$ cat config.mk
export PLATFORM = sky130hd
export DESIGN_NAME = mem_master
export DESIGN_NICKNAME = d
export VERILOG_FILES = /design/src/rtl/mem_pkg.sv /design/src/rtl/mem_master_stats.sv /design/src/rtl/mem_master.sv
export SDC_FILE = /design/constraint.sdc
export NUM_CORES = 1
export LEC_CHECK = 0
export BUFFER_PORTS_ARGS = -buffer_cell sky130_fd_sc_hd__buf_2
export CAP_MARGIN = 20
export CORE_MARGIN = 5
export CORE_UTILIZATION = 36
export DETAILED_ROUTE_END_ITERATION = 16
export PLACE_DENSITY_LB_ADDON = 0.3
export SYNTH_ARGS = -nofsm -noshare
export SYNTH_HDL_FRONTEND = slang
export SYNTH_SLANG_ARGS = --single-unit
$ cat constraint.sdc
create_clock -name clk -period 1.7 [get_ports clk]
set_clock_uncertainty 0.2 [all_clocks]
set_input_delay 0.34 -clock clk [delete_from_list [all_inputs] [get_ports clk]]
set_output_delay 0.34 -clock clk [all_outputs]
set_load 0.005 [all_outputs]
$ cat src/rtl/mem_pkg.sv
// rtl/mem_pkg.sv - shared RAM constants, mem_master state encoding and address wrap helper
package mem_pkg;

  localparam int MEM_WIDTH      = 16;
  localparam int MEM_DEPTH      = 128;
  localparam int MEM_ADDR_WIDTH = 7;

  typedef enum logic [1:0] {
    IDLE,
    WRITE,
    RD_ISSUE,
    RD_RESP
  } mm_state_t;

  // Wraps explicitly at depth-1 so non-power-of-2 RAMs never see an out-of-range address
  function automatic int unsigned next_addr(input int unsigned addr, input int unsigned depth);
    return (addr == depth - 32'd1) ? 32'd0 : addr + 32'd1;
  endfunction

endpackage

$ cat src/rtl/mem_master_stats.sv
// rtl/mem_master_stats.sv - saturating write/read beat counters for mem_master
module mem_master_stats (
  input  logic        clk,
  input  logic        rst,
  input  logic        wr_inc,
  input  logic        rd_inc,
  output logic [15:0] wr_beats,
  output logic [15:0] rd_beats
);

  always_ff @(posedge clk) begin
    if (rst) begin
      wr_beats <= 16'd0;
      rd_beats <= 16'd0;
    end else begin
      if (wr_inc && (wr_beats != 16'hFFFF)) wr_beats <= wr_beats + 16'd1;
      if (rd_inc && (rd_beats != 16'hFFFF)) rd_beats <= rd_beats + 16'd1;
    end
  end

endmodule

$ cat src/rtl/mem_master.sv
// rtl/mem_master.sv - burst read/write initiator for the single-port RAM
// Define MEM_MASTER_STATS_EN to add the wr_beats/rd_beats counter outputs.
module mem_master
  import mem_pkg::*;
#(
  parameter int          WIDTH      = MEM_WIDTH,
  parameter int unsigned DEPTH      = MEM_DEPTH,
  parameter int          ADDR_WIDTH = MEM_ADDR_WIDTH,
  parameter int          LEN_WIDTH  = 4
) (
  input  logic                  clk,
  input  logic                  rst,
  input  logic                  req_valid,
  output logic                  req_ready,
  input  logic                  req_write,
  input  logic [ADDR_WIDTH-1:0] req_addr,
  input  logic [LEN_WIDTH-1:0]  req_len,
  input  logic                  wd_valid,
  output logic                  wd_ready,
  input  logic [WIDTH-1:0]      wd_data,
  output logic                  rsp_valid,
  input  logic                  rsp_ready,
  output logic [WIDTH-1:0]      rsp_data,
  output logic                  rsp_last,
  output logic                  done,
  output logic                  err,
  output logic [ADDR_WIDTH-1:0] mem_addr,
  output logic [WIDTH-1:0]      mem_w_data,
  output logic                  mem_w_en,
  output logic                  mem_r_en,
  input  logic [WIDTH-1:0]      mem_r_data
`ifdef MEM_MASTER_STATS_EN
  ,
  output logic [15:0]           wr_beats,
  output logic [15:0]           rd_beats
`endif
);

  mm_state_t             state, state_nxt;
  logic [ADDR_WIDTH-1:0] cur_addr, addr_nxt, addr_inc;
  logic [LEN_WIDTH-1:0]  beats_left, left_nxt;
  logic                  done_nxt, err_nxt;

  assign addr_inc = ADDR_WIDTH'(next_addr(32'(cur_addr), DEPTH));

  always_ff @(posedge clk) begin
    if (rst) begin
      state      <= IDLE;
      cur_addr   <= '0;
      beats_left <= '0;
      done       <= 1'b0;
      err        <= 1'b0;
    end else begin
      state      <= state_nxt;
      cur_addr   <= addr_nxt;
      beats_left <= left_nxt;
      done       <= done_nxt;
      err        <= err_nxt;
    end
  end

  // Every output is forced low while rst is high, whatever state the burst was in
  always_comb begin
    state_nxt  = state;
    addr_nxt   = cur_addr;
    left_nxt   = beats_left;
    done_nxt   = 1'b0;
    err_nxt    = 1'b0;
    req_ready  = 1'b0;
    wd_ready   = 1'b0;
    rsp_valid  = 1'b0;
    rsp_data   = '0;
    rsp_last   = 1'b0;
    mem_addr   = '0;
    mem_w_data = '0;
    mem_w_en   = 1'b0;
    mem_r_en   = 1'b0;
    if (!rst) begin
      mem_addr = cur_addr;
      case (state)
        IDLE: begin
          // Hold off new commands during the done pulse cycle
          req_ready = !done;
          if (req_valid && !done) begin
            if (32'(req_addr) >= DEPTH) begin
              err_nxt = 1'b1;
            end else begin
              addr_nxt  = req_addr;
              left_nxt  = req_len;
              state_nxt = req_write ? WRITE : RD_ISSUE;
            end
          end
        end
        WRITE: begin
          wd_ready   = 1'b1;
          mem_w_en   = wd_valid;
          mem_w_data = wd_data;
          if (wd_valid) begin
            if (beats_left == '0) begin
              state_nxt = IDLE;
              done_nxt  = 1'b1;
            end else begin
              addr_nxt = addr_inc;
              left_nxt = beats_left - LEN_WIDTH'(1);
            end
          end
        end
        RD_ISSUE: begin
          mem_r_en  = 1'b1;
          state_nxt = RD_RESP;
        end
        RD_RESP: begin
          rsp_valid = 1'b1;
          rsp_data  = mem_r_data;
          rsp_last  = (beats_left == '0);
          if (rsp_ready) begin
            if (beats_left == '0) begin
              state_nxt = IDLE;
              done_nxt  = 1'b1;
            end else begin
              addr_nxt  = addr_inc;
              left_nxt  = beats_left - LEN_WIDTH'(1);
              state_nxt = RD_ISSUE;
            end
          end
        end
        default: state_nxt = IDLE;
      endcase
    end
  end

`ifdef MEM_MASTER_STATS_EN
  mem_master_stats u_stats (
    .clk      (clk),
    .rst      (rst),
    .wr_inc   (wd_valid && wd_ready),
    .rd_inc   (rsp_valid && rsp_ready),
    .wr_beats (wr_beats),
    .rd_beats (rd_beats)
  );
`endif

endmodule

==> results.toml <==
[power_and_ir_drop]
p_leak_nw = 1.26
total_power_mw = 1.52
power_density_nw_per_um2 = 598
peakVddDrop_uv = 283

[hold_path]
min_path_cells = 3
worstHoldPathType = "in -> reg"
hold_start = "req_addr[0]"
whs_endpoint = "cur_addr[0]"

[synth]
ys_types = 43
synth-edff-count = 0
syn_avg_cell_area_um2 = 7.71
postSynthCellCount = 158
syn-cell-area_um2 = 1220
yosys_warnings = 0
async_flop_share_pct = 0
synth_ff_type = "dfxtp_1"
synth_seq_cells = 14
syn_nets = 209
yosysSeqAreaShare_pct = 23.0

[floorplanning]
die_h_um = 68.2
chipWidth_um = 68.2
rows = 21
die-area_um2 = 4650
ios = 96
core_area_um2 = 3310
start_util_pct = 36.8

[outcome]
violations = "negative setup slack"
status = "finished with violations"

[worst_setup_path]
r2r_end = "cur_addr[6]"
cp-end-kind = "output port"
worst-r2r-setup-slack_ns = -0.27
startpoint_type = "register"
worstPathArrival_ns = 1.48
cp.required_ns = 1.16
crit_type = "reg -> out"
rr_startpoint = "beats_left[1]"
crit_fanout = 2
worstRegToRegCells = 7

[grt]
grt_pass1_vias = 1744
antenna_found_initial = 0
grt_start_max_net_pins = 16
grt_pass1_wl_um = 7730
grt-ovfl-total = 0
grtUsageTotal_pct = 21.3

[final_layout]
drive_gt1_share_pct = 69.7
fin_nets = 346
stdcell_count = 340
post-route-util_pct = 77.0
n_fill_cell = 221
postLayoutCellArea_um2 = 2550
area_growth_syn_to_layout_pct = 109
diodes = 0

[clock_tree]
cts_tree = "yes"
clock-sinks = 14
numCtsBuffers = 3
cts.clk_slew.worst_paths_ns = 0.10
ctsHoldBuffers = 0
clock_latency_ns = 0.30
cts_buffer_depth = 2
root_buffer = "clkbuf_4"
h-tree-depth = 1

[placed_design]
place.gp.congestion = 0.803
dp.cells = 308
dp_hpwl_um = 3200
portBuffers = 94
dpl_cell_area_um2 = 1860

[timing]
hold_viol_final = 0
setup_tns_ns = -8.11
post-route-period-util_pct = 119
rsz0062_at_grt = "yes"
finalMaxSlewViolations = 0
post-route-min-period_ns = 2.02
setup_viol = 48
fin_ws_ns = -0.320
fmax_mhz = 495

[route]
drt-initial-drc-count = 302
vias = 1763
ant_nets = 0
routed_via_density = 5.19
drc = 0
dr.pass1.iters = 4
drt-total-wl_um = 5620
wire_per_inst_um = 16.5

[flow_run]
cap_violations = 0
==> state kept, by name, summed over array words and instances, names as in the netlist <==
signal	flops
beats_left	4
cur_addr	7
state	2
done	1
==> layout by cell type, fill, tap and decap left out, types with 2 or more instances in the layout <==
master    Yosys  layout
o32ai_1       3       3
and3_4        0       5
nor4_1        3       2
o21ai_0       4       3
inv_1         7       4
buf_6         4      42
o22ai_1       4       4
a32o_1        4       4
and2_1       34       9
buf_2         4      66
nand3_4       1       2
nor2_1        7       4
a22oi_2       0       3
nor3_1        7       5
clkbuf_4      0       3
dfxtp_1      14      10
nand2_1      12      11
nor2b_1       5       5
dfxtp_4       0       2
nor2_2        1       2
inv_2         1       2
nand3_1       4       3
buf_4         1      29
o21ai_1       1       2
nor3_2        0       2
a21boi_4      1       2
nor2_4        0       2
a21oi_1       8       7
nand2_4       1       2
and2_4        0      25
mux2i_1       2       2
dfxtp_2       0       2
==> per-layer routing <==
metal	global-route usage, %	vias to the layer above	wire length (um)
met5	0	-	0
met2	39.0	108	2970
met4	5.21	0	67
li1	-	833	-
met1	25.4	810	2060
met3	3.94	12	527
==> where the power goes <==
part / switching, mW / internal [mW] / total, mW
registers: 0.0419 / 0.372 / 0.414
clock network: 0.128 / 0.131 / 0.258
logic: 0.375 / 0.476 / 0.852
total: 0.545 / 0.979 / 1.52
==> per-stage QoR <==
step           hold slack, ns  setup slack, ns
6_report                0.133           -0.320
5_1_grt                 0.115           -0.365
4_1_cts                 0.148           -0.252
3_5_place_dp            0.333          -0.0844
3_3_place_gp            0.328          -0.0748
2_1_floorplan           0.266          -0.0287
==> cell families after synthesis <==
logic type               Yosys count  synth area share (%)
AO/OA/AOI/OAI                     36                  22.6
adder cells (fa/ha/maj)            2                  2.05
buffers and inverters             19                  9.04
flip-flops                        14                  23.0
multiplexers                       2                  1.64
other                              1                 0.308
AND/OR/NAND/NOR                   84                  41.4
==> cells in the mapped netlist, types with 2 or more instances <==
cell	count	area (um2)
nor4_1	3	18.8
nor2_1	7	26.3
o22ai_1	4	25.0
ha_1	2	25.0
clkbuf_1	2	7.51
inv_1	7	26.3
a22oi_1	4	30.0
nand3_1	4	20.0
buf_2	4	20.0
a32o_1	4	40.0
and3_1	2	12.5
o32ai_1	3	26.3
o21ai_0	4	20.0
nor3_1	7	35.0
mux2i_1	2	20.0
nand2_1	12	45.0
dfxtp_1	14	280
nor2b_1	5	31.3
and2_1	34	213
a21oi_1	8	40.0
buf_6	4	45.0
==> final cells by class <==
class	count	area, um2	share of cell area (%)
Clock buffer	4	36.3	1.42
Inverter	8	46.3	1.82
Multi-Input combinational cell	129	1050	41.3
Sequential cell	14	290	11.4
Tap cell	46	57.6	2.26
Timing Repair Buffer	139	1070	41.8
==> how the worst max path moves through the flow <==
| stage | startpoint | end | depth (start not counted) |
|---|---|---|---|
| 2_1_floorplan | beats_left[0] | cur_addr[6] | 6 |
| 3_3_place_gp | rst | rsp_last | 7 |
| 3_5_place_dp | beats_left[0] | cur_addr[2] | 6 |
| 4_1_cts | beats_left[0] | rsp_last | 5 |
| 5_1_grt | beats_left[0] | rsp_last | 5 |
| 6_report | beats_left[1] | rsp_last | 5 |
==> repair_timing <==
action                     in CTS  in global routing
setup endpoints to repair      48                 53
cloned                          5                  2
pin swaps                      21                 23
resized for setup              44                 65
setup buffers                  12                 12
==> critical path, cell delays in order, from the launching register on <==
cell and delay, ns:
dfxtp_2 0.34, inv_2 0.07, ha_4 0.13, or3b_4 0.41
nor2_4 0.11, buf_2 0.13
(Power assumes the default switching activity.)
